==> src/rtl/gate_counter.sv <==
// ---------------------------------------------------------------------------
// gate_counter
//
// Gated frequency counter for an auto-ranging meter. Rising edges of sig_in
// are counted in 4-digit BCD over a gate window whose length (in clk cycles)
// is chosen by the range input. At the end of each gate the result is latched
// and reported, and a new gate starts immediately. Measurement keeps running
// until reset; it only starts after the first clr.
//
// Ports
//   clk       system clock, rising edge
//   reset     asynchronous active-low reset
//   sig_in    measured signal, asynchronous to clk
//   clr       one-cycle start/clear request; aborts any gate in progress
//   range     range select: 00=100k, 01=10k, 10=1k, 11 behaves as 01
//   cnt_over  one-cycle pulse with valid: gate count exceeded 9999
//   cnt_low   one-cycle pulse with valid: gate count below 1000
//   bcd       latched 4-digit BCD result, [15:12] most significant digit
//   range_q   range in force for the latched bcd value
//   valid     one-cycle pulse: bcd and range_q updated
// ---------------------------------------------------------------------------
module gate_counter #(
   parameter int GATE_100K = 5000,
   parameter int GATE_10K  = 50000,
   parameter int GATE_1K   = 500000,
   parameter int TW        = 20
) (
   input  logic        clk,
   input  logic        reset,
   input  logic        sig_in,
   input  logic        clr,
   input  logic [1:0]  range,
   output logic        cnt_over,
   output logic        cnt_low,
   output logic [15:0] bcd,
   output logic [1:0]  range_q,
   output logic        valid
);

   typedef enum logic [1:0] {S_IDLE, S_GATE, S_EVAL} state_t;

   localparam logic [TW-1:0] L_LAST_100K = TW'(GATE_100K - 1);
   localparam logic [TW-1:0] L_LAST_10K  = TW'(GATE_10K - 1);
   localparam logic [TW-1:0] L_LAST_1K   = TW'(GATE_1K - 1);

   // Increment a 4-digit BCD value, rippling the carry through digits at 9.
   function automatic logic [15:0] bcd_inc(input logic [15:0] v);
      logic [15:0] r;
      logic        c;
      r = v;
      c = 1'b1;
      for (int i = 0; i < 4; i++) begin
         if (c) begin
            if (v[i*4 +: 4] == 4'd9) begin
               r[i*4 +: 4] = 4'd0;
            end else begin
               r[i*4 +: 4] = v[i*4 +: 4] + 4'd1;
               c           = 1'b0;
            end
         end
      end
      return r;
   endfunction

   state_t        r_state;
   state_t        w_next;
   logic          r_sync1, r_sync2, r_sync_prev;
   logic          w_rise;
   logic [1:0]    r_range;
   logic [1:0]    w_range_norm;
   logic [TW-1:0] r_timer;
   logic [15:0]   r_acc;
   logic          r_ovf;
   logic          w_gate_last;
   logic          w_start;
   logic          w_eval;

   // Range 11 is folded onto 01 so everything downstream sees three ranges.
   assign w_range_norm = (range == 2'b11) ? 2'b01 : range;

   assign w_rise = r_sync2 & ~r_sync_prev;

   always_comb begin
      case (r_range)
         2'b00:   w_gate_last = (r_timer == L_LAST_100K);
         2'b10:   w_gate_last = (r_timer == L_LAST_1K);
         default: w_gate_last = (r_timer == L_LAST_10K);
      endcase
   end

   // ---------------- FSM: state register ----------------
   // NOTE: every clocked process uses non-blocking assignments so all flops
   // sample the pre-edge values; blocking here would create ordering races.
   always_ff @(posedge clk or negedge reset) begin
      if (!reset) r_state <= S_IDLE;
      else        r_state <= w_next;
   end

   // ---------------- FSM: next-state logic ----------------
   // NOTE: the default assignment at the top keeps this block free of
   // inferred latches on paths that do not assign w_next.
   always_comb begin
      w_next = r_state;
      if (clr) begin
         w_next = S_GATE;
      end else begin
         case (r_state)
            S_IDLE:  w_next = S_IDLE;
            S_GATE:  if (w_gate_last) w_next = S_EVAL;
            S_EVAL:  w_next = S_GATE;
            default: w_next = S_IDLE;
         endcase
      end
   end

   // ---------------- FSM: output decode ----------------
   // A gate (re)starts on clr from any state or on the automatic EVAL->GATE
   // step. A clr during EVAL suppresses the report of that gate.
   always_comb begin
      w_start = clr || (r_state == S_EVAL);
      w_eval  = (r_state == S_EVAL) && !clr;
   end

   // Two-flop synchronizer plus the previous synchronized level for edges.
   // NOTE: all state, including the BCD accumulator and output latches, is
   // plain flops with an explicit reset value; nothing here is a RAM.
   always_ff @(posedge clk or negedge reset) begin
      if (!reset) begin
         r_sync1     <= 1'b0;
         r_sync2     <= 1'b0;
         r_sync_prev <= 1'b0;
      end else begin
         r_sync1     <= sig_in;
         r_sync2     <= r_sync1;
         r_sync_prev <= r_sync2;
      end
   end

   // Gate timer, range latch and BCD accumulator.
   always_ff @(posedge clk or negedge reset) begin
      if (!reset) begin
         r_range <= 2'b00;
         r_timer <= '0;
         r_acc   <= 16'h0000;
         r_ovf   <= 1'b0;
      end else if (w_start) begin
         r_range <= w_range_norm;
         r_timer <= '0;
         r_acc   <= 16'h0000;
         r_ovf   <= 1'b0;
      end else if (r_state == S_GATE) begin
         r_timer <= r_timer + TW'(1);
         if (w_rise) begin
            // Saturate at 9999 and remember that the gate overflowed.
            if (r_acc == 16'h9999) r_ovf <= 1'b1;
            else                   r_acc <= bcd_inc(r_acc);
         end
      end
   end

   // Registered results; bcd and range_q hold between reports, even over clr.
   always_ff @(posedge clk or negedge reset) begin
      if (!reset) begin
         bcd      <= 16'h0000;
         range_q  <= 2'b00;
         valid    <= 1'b0;
         cnt_over <= 1'b0;
         cnt_low  <= 1'b0;
      end else begin
         valid    <= w_eval;
         cnt_over <= w_eval && r_ovf;
         cnt_low  <= w_eval && !r_ovf && (r_acc[15:12] == 4'd0);
         if (w_eval) begin
            bcd     <= r_acc;
            range_q <= r_range;
         end
      end
   end

endmodule

==> config.mk <==
export PLATFORM = sky130hd
export DESIGN_NAME = gate_counter
export DESIGN_NICKNAME = d
export VERILOG_FILES = /design/src/rtl/gate_counter.sv
export SDC_FILE = /design/constraint.sdc
export NUM_CORES = 1
export LEC_CHECK = 0
export ABC_AREA = 1
export CELL_PAD_IN_SITES_DETAIL_PLACEMENT = 1
export CELL_PAD_IN_SITES_GLOBAL_PLACEMENT = 1
export CORE_ASPECT_RATIO = 0.5
export CORE_MARGIN = 1.5
export CORE_UTILIZATION = 39
export CTS_CLUSTER_DIAMETER = 80
export DETAILED_ROUTE_END_ITERATION = 10
export GPL_TIMING_DRIVEN = 0
export PLACE_DENSITY = 0.82
export SYNTH_ARGS = -nofsm -noshare
export SYNTH_HDL_FRONTEND = slang
export SYNTH_SLANG_ARGS = --single-unit
==> constraint.sdc <==
create_clock -name clk -period 1.47 [get_ports clk]
set_clock_uncertainty 0.1 [all_clocks]
set_input_delay 0.2205 -clock clk [delete_from_list [all_inputs] [get_ports clk]]
set_output_delay 0.2205 -clock clk [all_outputs]
set_load 0.01 [all_outputs]
==> impl_metrics.yaml, run 1 <==
synthesis:
  yosys.cell_types.count: 35
  ys_warn_count: 0
  syn_nets: 459
  ys_ff_latch: 65
  ys_top_cells_by_area: "dfrtp_1 46%, nand2_1 14%, nand3_1 5.4%, nor2_1 4.5%, inv_1 4.1%"
  synth_top_area_share_pct: 46.3
  ys_top_cells_by_count: "133 x nand2_1, 65 x dfrtp_1, 42 x nor2_1"
  yosys_most_used_dff: "dfrtp_1"
  syn_area_per_cell_um2: 7.93
  postSynthCellCount: 443
  ys_seq_area_share_pct: 46.3
  async_reset_ff_share_pct: 100
  yosys.cell_count.top_type: "nand2_1"
  synth_edf_count: 0
  synth_largest_area_cell: "dfrtp_1"
  synth_area_mm2: 0.00351
final_layout:
  multi_input_area_mm2: 0.00212
  fillCellCount: 994
  syn_to_final_growth_pct: 44.5
  instances_no_fill: 644
  register_area_mm2: 0.00165
  drive_gt1_share_pct: 38.7
  nets: 541
  antenna_cells: 0
floorplan:
  die_area_mm2: 0.00962
  die_x_um: 137
  rows: 24
  start_util_pct: 40.2
  core_mm2: 0.00874
  num_io_pins: 27
  die_y_um: 70.1
timing:
  fin_ws_ps: -265
  rsz0062_at_grt: "yes"
  whs_ps: 250
  final_max_slew_viol_count: 0
  worst_pin_slew_ps: 874
  hold_violations: 0
  clock.fmax_ghz: 0.576
  fin_crit_sh_pct: 118
  setup_viol: 28
  relSlewSlack_pct: 41.7
  fin_crit_ps: 1740
worst_setup_path:
  reg2reg_from: "r_acc[1]"
  start_kind: "flop"
  cp_max_fo: 5
  path_buf_inv: 2
  arrival_ps: 1880
  path_cells: "inv_2 -> ha_4 -> nand3_2 -> nor2_4 -> nand2_2 -> nand2_2 -> nand2_4 -> clkbuf_16 -> o21ai_1"
  crit_path_end_kind: "flop"
  crit_top_cell: "nand2_2"
  r2r_slack_ps: -270
  cp_slowest_cell: "dfrtp_1"
  worstPathRequired_ps: 1620
  slowest_delay_ps: 400
  timing.rr.end: "r_acc[2]"
  crit_type: "reg -> reg"
  cpLargestDelayFamily: "simple AND/OR/NAND/NOR gates"
  reg2reg_depth: 9
drt:
  vias_per_cell: 5.47
  drtAntennaViolNets: 0
  drt-pass1-iter-count: 4
  wl_per_cell_um: 20.6
  drt_iter0_drc: 303
  drc_errors: 0
  wl_um: 13200
  vias: 3523
cts:
  clk_pin_slew_ps: 60
  clk_path_buf_depth: 2
  clk_latency_ps: 340
  cts_tree: "done"
  htree_num_levels: 3
  clock_sinks: 65
  clockRootBuffer: "clkbuf_16"
  cts_made_buffers: 9
pwr:
  p_per_area_mw_per_mm2: 893
  p_leak_nw: 2.22
  ir_worst_vdd_uv: 789
global_routing:
  grt_use_total_pct: 25.6
  antenna_found_initial: 0
  grt_pass1_vias: 3597
  grt_pass1_wl_um: 18400
  overflow: 0
  grt_max_degree: 66
min_path:
  worstHoldPathCells: 1
  holdCritPathClass: "in -> reg"
  hold_start: "sig_in"
  hold_end: "r_sync1"
place:
  io_buffers: 26
  dp.cells: 586
  dp_hpwl_um: 6550
  globalplace.congestion: 0.816
  place_ws_ps: -462
status:
  violations: "setup timing"
  status: "complete, but fails checks"
run:
  maxCapViolCount: 0
-- metal layers --
layer	track usage [%]	vias up	wire, µm
met2	46.7	80	6910
met5	0	-	0
met4	8.42	0	429
li1	-	1599	-
met1	29.9	1807	5420
met3	5.52	37	477
-- cell families (layout without fill, tap and decap cells) --
group / count (synthesis) / count (layout) / share of synthesized area, %
and+or+nand+nor: 250 / 250 / 32.7
DFF: 65 / 65 / 46.3
AOI/OAI and AO/OA: 61 / 61 / 9.98
buffers and inverters: 53 / 137 / 6.41
adders and majority gates: 10 / 10 / 3.56
xor gates and xnor gates: 4 / 4 / 0.998
-- worst max-delay path by stage --
stage | to | start | depth (start not counted)
2_1_floorplan | r_timer[16] | r_timer[0] | 8
3_3_place_gp | r_timer[11] | reset | 1
3_5_place_dp | bcd[12] | clr | 5
4_1_cts | r_acc[15] | r_acc[1] | 9
5_1_grt | r_acc[12] | r_acc[1] | 9
6_report | r_acc[2] | r_acc[1] | 9
-- where the power goes --
part	internal (W)	total, W	switching, W
Combinational	0.000224	0.000520	0.000296
Clock	0.00128	0.00208	0.000808
Sequential	0.00185	0.00193	0.0000736
Total	0.00335	0.00453	0.00118
-- area by class of cell --
class | instances | area share [%]
flip-flops and latches | 65 | 32.5
plain buffers | 8 | 1.68
inverters | 45 | 3.48
repair buffers | 71 | 12.2
well taps | 117 | 2.88
clock inverters | 4 | 0.937
clock buffers | 9 | 4.44
multi-input cells | 325 | 41.9
-- worst reg2reg max path, cell delays in order, from the launching register on --
cell and delay [ps]:
dfrtp_1 400, inv_2 90, ha_4 140, nand3_2 100, nor2_4 180, nand2_2 100
nand2_2 100, nand2_4 70, clkbuf_16 160, o21ai_1 190
-- state kept, by name, indices dropped and copies added (netlist names) --
register and count:
bcd 16, r_acc 16, r_ovf 1, r_range 2
cnt_over 1, r_timer 20, valid 1, range_q 2
r_sync2 1, r_state 2, r_sync1 1, cnt_low 1
r_sync_prev 1
-- layout by cell type (no fill, tap or decap), drive strengths merged --
master / count
nand3: 43
inv: 45
xnor2: 1
clkinvlp: 1
or2: 5
nand4: 6
nor3: 3
dfrtp: 65
clkdlybuf4s50: 3
bufinv: 1
o21ai: 34
buf: 51
clkinv: 2
dlygate4sd2: 22
a21boi: 1
nor2: 53
a22o: 1
ha: 10
a21oi: 11
a22oi: 6
a31oi: 1
xor2: 3
nand2: 140
o22ai: 3
clkbuf: 11
o21bai: 2
o21a: 1
o31ai: 1
dlygate4sd3: 1
-- through the flow --
stage | utilization, % | power (W) | setup TNS [ps] | instance area [µm²]
after floorplan | - | 0.00214 | -335 | 3570
after global placement | 45.6 | 0.00229 | -162170 | 3980
after detailed placement | 45.5 | 0.00230 | -19670 | 3980
after CTS | 52.3 | 0.00442 | -1590 | 4570
after global routing | 58.1 | 0.00469 | -5690 | 5070
final | 58.1 | 0.00453 | -3400 | 5070
-- what timing repair did --
item | CTS | global route
resized for setup | 66 | 98
pin swaps | 18 | 32
gates cloned | 0 | 2
hold endpoints to repair | 65 | 0
setup buffers | 25 | 17
hold buffers | 1 | 0
setup endpoints to repair | 72 | 40
Note: power is estimated with default switching activity, not from simulation.
==> inputs of run 2 (changes only) <==
- CORE_UTILIZATION: 39 -> 47
- PLACE_DENSITY: 0.82 -> 0.92
- REMOVE_ABC_BUFFERS: unset -> 1
- clock period: 1.47 -> 2.12 ns (I/O delays scaled with it)
==> run 2 against run 1 <==
  * The run ends with hold timing left
  * Non-clock buffer count is 53 lower
  * Sequential power shrank 31%
  * Register-to-register slack gained 400 ps
  * Global-route usage is 3.1 points higher
  * Cell count shrank 11%
  * Clock power decreased by 27%
  * Critical endpoint is now bcd[15]
  * Largest cell class unchanged
==> impl_metrics.yaml, run 2 (synthesis gave the netlist of run 1 again) <==
timing:
  setup_viol: 0
  whs_ps: -11.1
  final_max_slew_viol_count: 0
  hold_violations: 17
  worst_pin_slew_ps: 843
  clock.fmax_ghz: 0.492
  fin_crit_ps: 2030
  fin_crit_sh_pct: 95.8
  relSlewSlack_pct: 43.8
  rsz0062_at_grt: "no"
  fin_ws_ps: 89.4
global_routing:
  antenna_found_initial: 0
  grt_pass1_wl_um: 17500
  grt_max_degree: 66
  grt_pass1_vias: 3398
  grt_use_total_pct: 28.7
  overflow: 0
pwr:
  pwr-share-seq_pct: 43.1
  ir_worst_vdd_uv: 465
  p_clk_share_pct: 49.0
  netSwitchingFraction_pct: 25.3
  p_leak_nw: 1.84
  p_int_w: 0.00231
  p_sw_w: 0.000780
  p_per_area_mw_per_mm2: 744
  pwr-share-comb_pct: 7.9
drt:
  drc_errors: 0
  wl_per_cell_um: 18.9
  vias: 3177
  drt_iter0_drc: 196
  wl_um: 10900
  drtAntennaViolNets: 0
  vias_per_cell: 5.53
  drt-pass1-iter-count: 4
worst_setup_path:
  path_cells: "clkdlybuf4s50_1 -> nor2_4 -> clkinvlp_4 -> o21ai_0"
  start_kind: "primary input"
  cp_slowest_cell: "clkdlybuf4s50_1"
  cp_max_fo: 16
  crit_path_end_kind: "flop"
  arrival_ps: 2130
  worstPathRequired_ps: 2220
  slowest_delay_ps: 560
  crit_type: "in -> reg"
floorplan:
  start_util_pct: 48.1
  die_y_um: 64.1
  core_mm2: 0.00729
  num_io_pins: 27
  die_area_mm2: 0.00803
  rows: 22
  die_x_um: 125
cts:
  clk_latency_ps: 340
  htree_num_levels: 3
  clockRootBuffer: "clkbuf_16"
  postCtsHoldBufs: 0
  clock_sinks: 65
  cts_made_buffers: 9
  cts_tree: "done"
  clk_pin_slew_ps: 60
  clk_path_buf_depth: 2
final_layout:
  layout_commonest_cell: "nand2_1"
  largestRegisters: "r_timer: 20 flops, bcd: 16 flops, r_acc: 16 flops"
  nets: 489
  final_cell_mix: "133 x nand2_1, 64 x dfrtp_1, 42 x nor2_1"
  instances_no_fill: 574
  syn_to_final_growth_pct: 18.2
  drive_gt1_share_pct: 11.9
  largest_reg_flops: 20
  top_register: "r_timer"
  antenna_cells: 0
place:
  io_buffers: 26
  dp_hpwl_um: 6560
  globalplace.congestion: 0.808
  place_ws_ps: -235
  dp.cells: 557
min_path:
  holdCritPathClass: "in -> async"
status:
  violations: "hold timing"
  status: "complete, but fails checks"
run:
  maxCapViolCount: 0
## run 2: what timing repair did
action                     CTS  global route
cloned                       1             0
setup buffers                0             0
gates resized for setup      1             4
pin swaps                    0             0
setup endpoints to repair    1            19
## run 2: path summary, 6_finish.rpt
path | start | to | slack [ps] | depth (start not counted)
min in group clk | r_sync1 | r_sync2 | 260 | 0
hold / removal | reset | r_timer[7] | -10 | 1
hold reg to reg | r_sync1 | r_sync2 | 260 | 0
setup reg to reg | r_state[0] | bcd[15] | 130 | 5
max in group asynchronous | reset | r_timer[0] | 1360 | 1
setup / recovery | clr | bcd[15] | 90 | 4
## run 2: cell type report
type | count | area [µm²]
timing repair buffer | 26 | 258
inverter | 45 | 173
timing repair inverter | 1 | 7.51
sequential | 65 | 1630
clock buffer | 11 | 243
multi-input combinational | 325 | 1670
fill | 886 | 3140
tap | 96 | 120
clock inverter | 5 | 55.1
## run 2: power by group through the flow
stage | clock (W) | combinational [W] | sequential (W)
floorplan | 0 | 0.000118 | 0.00134
detailed placement | 0 | 0.000230 | 0.00135
global route | 0.00157 | 0.000273 | 0.00134
CTS | 0.00152 | 0.000242 | 0.00133
finish | 0.00151 | 0.000243 | 0.00133
global placement | 0 | 0.000215 | 0.00135
## run 2: critical path, delay by kind of cell
family | cells | cell delay (ps)
AO/OA/AOI/OAI | 1 | 440
buffers and inverters | 2 | 960
AND/OR/NAND/NOR | 1 | 410
## run 2: routing by layer
| layer | vias to the layer above | track usage [%] | wire, µm | part of all wire, % |
|---|---|---|---|---|
| li1 | 1487 | - | - | - |
| met1 | 1580 | 33.7 | 4720 | 43 |
| met2 | 76 | 49.6 | 5300 | 49 |
| met3 | 34 | 8.63 | 462 | 4.3 |
| met4 | 0 | 12.2 | 369 | 3.4 |
| met5 | - | 0 | 0 | 0 |
## run 2: through the flow
step / TNS (ps) / cell area (µm²) / util [%] / total power (W) / hold WS (ps)
6_report: 0 / 4150 / 56.9 / 0.00309 / -11.1
5_1_grt: 0 / 4150 / 56.9 / 0.00318 / 44.1
4_1_cts: 0 / 4140 / 56.8 / 0.00309 / 18.9
3_5_place_dp: -3630 / 3830 / 52.6 / 0.00158 / 247
3_3_place_gp: -106300 / 3840 / 52.6 / 0.00156 / 235
2_1_floorplan: 0 / 3460 / - / 0.00146 / -77.6
==> inputs of run 3 (changes only) <==
- ABC_AREA: 1 -> 0
- CORE_UTILIZATION: 47 -> 49
==> run 3 against run 2 <==
  * The run ends with setup timing left
  * First-iteration DRC count rose by 120%
  * Global-route usage grew 8.5 points
  * Setup slack got worse by 210 ps
  * Via count increased by 6.6%
  * Register-to-register slack got worse by 260 ps
  * Clock-buffer cell count fell by 2
  * Cell area increased by 3.1%
  * Cell count down 18%
  * Sequential share of layout area down 0.95 points
  * Flip-flop and latch count stayed put
  * Critical path depth is 1 higher
  * Largest power group unchanged
==> impl_metrics.yaml, run 3 <==
status:
  status: "complete, but fails checks"
  violations: "setup timing"
cts:
  clock_sinks: 65
  cts_made_buffers: 9
  clk_path_buf_depth: 2
  clockRootBuffer: "clkbuf_16"
  clk_latency_ps: 340
  clk_pin_slew_ps: 60
  cts_tree: "done"
  htree_num_levels: 3
worst_setup_path:
  arrival_ps: 2380
  cp_slowest_cell: "dfrtp_2"
  crit_path_end_kind: "flop"
  path_buf_inv: 1
  start_kind: "flop"
  cp_max_fo: 9
  worstPathRequired_ps: 2260
  cpLargestDelayFamily: "simple AND/OR/NAND/NOR gates"
  crit_type: "reg -> reg"
  slowest_delay_ps: 500
  path_cells: "nor4bb_4 -> buf_4 -> o2111ai_4 -> or3_1 -> a21oi_1"
floorplan:
  core_mm2: 0.00665
  die_y_um: 61.5
  num_io_pins: 27
  die_x_um: 120
  rows: 21
  die_area_mm2: 0.00737
  start_util_pct: 50.4
global_routing:
  grt_use_total_pct: 37.2
  grt_pass1_wl_um: 20000
  grt_max_degree: 43
  antenna_found_initial: 0
  overflow: 0
  grt_pass1_vias: 3323
pwr:
  p_clk_share_pct: 55.8
  p_int_w: 0.00245
  netSwitchingFraction_pct: 23.0
  pwr-share-comb_pct: 4.1
  ir_worst_vdd_uv: 630
  p_leak_nw: 1.78
  p_sw_w: 0.000732
  pwr-share-seq_pct: 40.1
  p_per_area_mw_per_mm2: 743
synthesis:
  ys_ff_latch: 65
  ys_warn_count: 0
  yosys_most_used_dff: "dfrtp_1"
  yosys.cell_types.count: 61
  yosys.cell_count.top_type: "dfrtp_1"
  ys_top_cells_by_area: "dfrtp_1 49%, mux2_2 4.0%, nand3_1 3.9%, ha_1 3.7%, a21oi_1 2.4%"
  postSynthCellCount: 336
  synth_top_area_share_pct: 48.6
  ys_seq_area_share_pct: 48.6
  synth_area_mm2: 0.00335
  syn_area_per_cell_um2: 9.96
  async_reset_ff_share_pct: 100
  ys_top_cells_by_count: "65 x dfrtp_1, 26 x nand3_1, 21 x nand2_1"
  synth_largest_area_cell: "dfrtp_1"
  synth_edf_count: 0
final_layout:
  largest_reg_flops: 20
  top_register: "r_timer"
  nets: 391
  antenna_cells: 0
  layout_commonest_cell: "dfrtp_1"
  final_util_pct: 64.4
  largestRegisters: "r_timer: 20 flops, bcd: 16 flops, r_acc: 16 flops"
  drive_gt1_share_pct: 20.8
  final_cell_mix: "56 x dfrtp_1, 24 x nand3_1, 24 x clkdlybuf4s50_1"
  fillCellCount: 699
  syn_to_final_growth_pct: 27.8
timing:
  fin_crit_ps: 2250
  setup_viol: 4
  whs_ps: 304
  fin_ws_ps: -125
  worst_pin_slew_ps: 786
  clock.fmax_ghz: 0.445
  fin_crit_sh_pct: 106
  hold_violations: 0
  final_max_slew_viol_count: 0
  relSlewSlack_pct: 47.4
drt:
  drc_errors: 0
  drt-pass1-iter-count: 5
  wl_per_cell_um: 29.9
  vias: 3386
  drtAntennaViolNets: 0
  drt_iter0_drc: 433
  wl_um: 14100
  vias_per_cell: 7.17
place:
  dp_hpwl_um: 6660
  place_ws_ps: -662
  io_buffers: 26
  globalplace.congestion: 0.917
run:
  maxCapViolCount: 0
min_path:
  holdCritPathClass: "reg -> reg"
## run 3: cell count changes after synthesis, moves of 6 or more
cell      change
nand2_1     -112
mux2_2       +12
nor4_1       +10
inv_2         -6
nand3_1      -12
inv_1        -26
o21ai_0       -9
clkbuf_1     +12
mux2_1        +6
nor2_1       -22
## run 3: repair_timing
action / in CTS / in global routing
gates resized for setup: 13 / 16
cloned: 0 / 0
hold buffers: 1 / 0
hold endpoints to repair: 23 / 0
setup endpoints to repair: 28 / 30
pin swaps: 1 / 4
setup buffers: 3 / 15
## run 3: per-layer routing
| metal | up-vias | part of all wire [%] | track usage (%) |
|---|---|---|---|
| met3 | 96 | 7.5 | 10.8 |
| met2 | 247 | 47 | 64.9 |
| li1 | 1329 | - | - |
| met4 | 0 | 6.3 | 17.3 |
| met5 | - | 0 | 0 |
| met1 | 1714 | 39 | 44.3 |
## run 3: worst paths after layout
kind / depth (start not counted) / slack [ps] / from / end
worst min register to register: 0 / 300 / r_sync1 / r_sync2
worst max register to register: 5 / -130 / r_state[1] / r_acc[8]
worst max-delay path: 5 / -130 / r_state[1] / r_acc[8]
max in group asynchronous: 3 / 800 / reset / r_timer[2]
worst min-delay path: 0 / 300 / r_sync1 / r_sync2
min in group asynchronous: 2 / 450 / reset / bcd[8]
## run 3: power by group through the flow
stage	logic, W	registers [W]	clock network [W]
floorplan	0.0000406	0.00129	0
global placement	0.0000874	0.00129	0
detailed placement	0.0000999	0.00129	0
CTS	0.000114	0.00127	0.00175
global route	0.000141	0.00128	0.00184
finish	0.000132	0.00128	0.00177
## run 3: kinds of logic after synthesis
group	after synthesis	synth area share, %
multiplexers	18	6.05
flip-flops	65	48.6
XOR/XNOR	5	1.31
AO/OA/AOI/OAI	68	12.9
buffers and inverters	32	3.81
adder cells (fa/ha/maj)	10	3.74
AND/OR/NAND/NOR	138	23.6
## run 3: final cells by class
cell class                 instances  area (µm²)  area share, %
inverter                          13        48.8           1.14
clock inverter                     7         119           2.78
timing repair buffer              47         438           10.2
tap                               92         115           2.69
clock buffer                       9         225           5.26
multi-input combinational        239        1700           39.6
sequential                        65        1640           38.3
## run 3: metrics by stage
stage / TNS (ps) / power [W] / cells / area (µm²)
5_1_grt: -462 / 0.00325 / 472 / 4280
6_report: -241 / 0.00318 / 472 / 4280
2_1_floorplan: -1130 / 0.00133 / 317 / 3270
3_3_place_gp: -107930 / 0.00138 / 435 / 3640
4_1_cts: -39.0 / 0.00313 / 457 / 4120
3_5_place_dp: -8990 / 0.00139 / 437 / 3680
## run 3: worst reg2reg max path, stage by stage (launching register included)
cell       delay, ps
dfrtp_2          500
nor4bb_4         500
buf_4            210
o2111ai_4        180
or3_1            400
a21oi_1          260
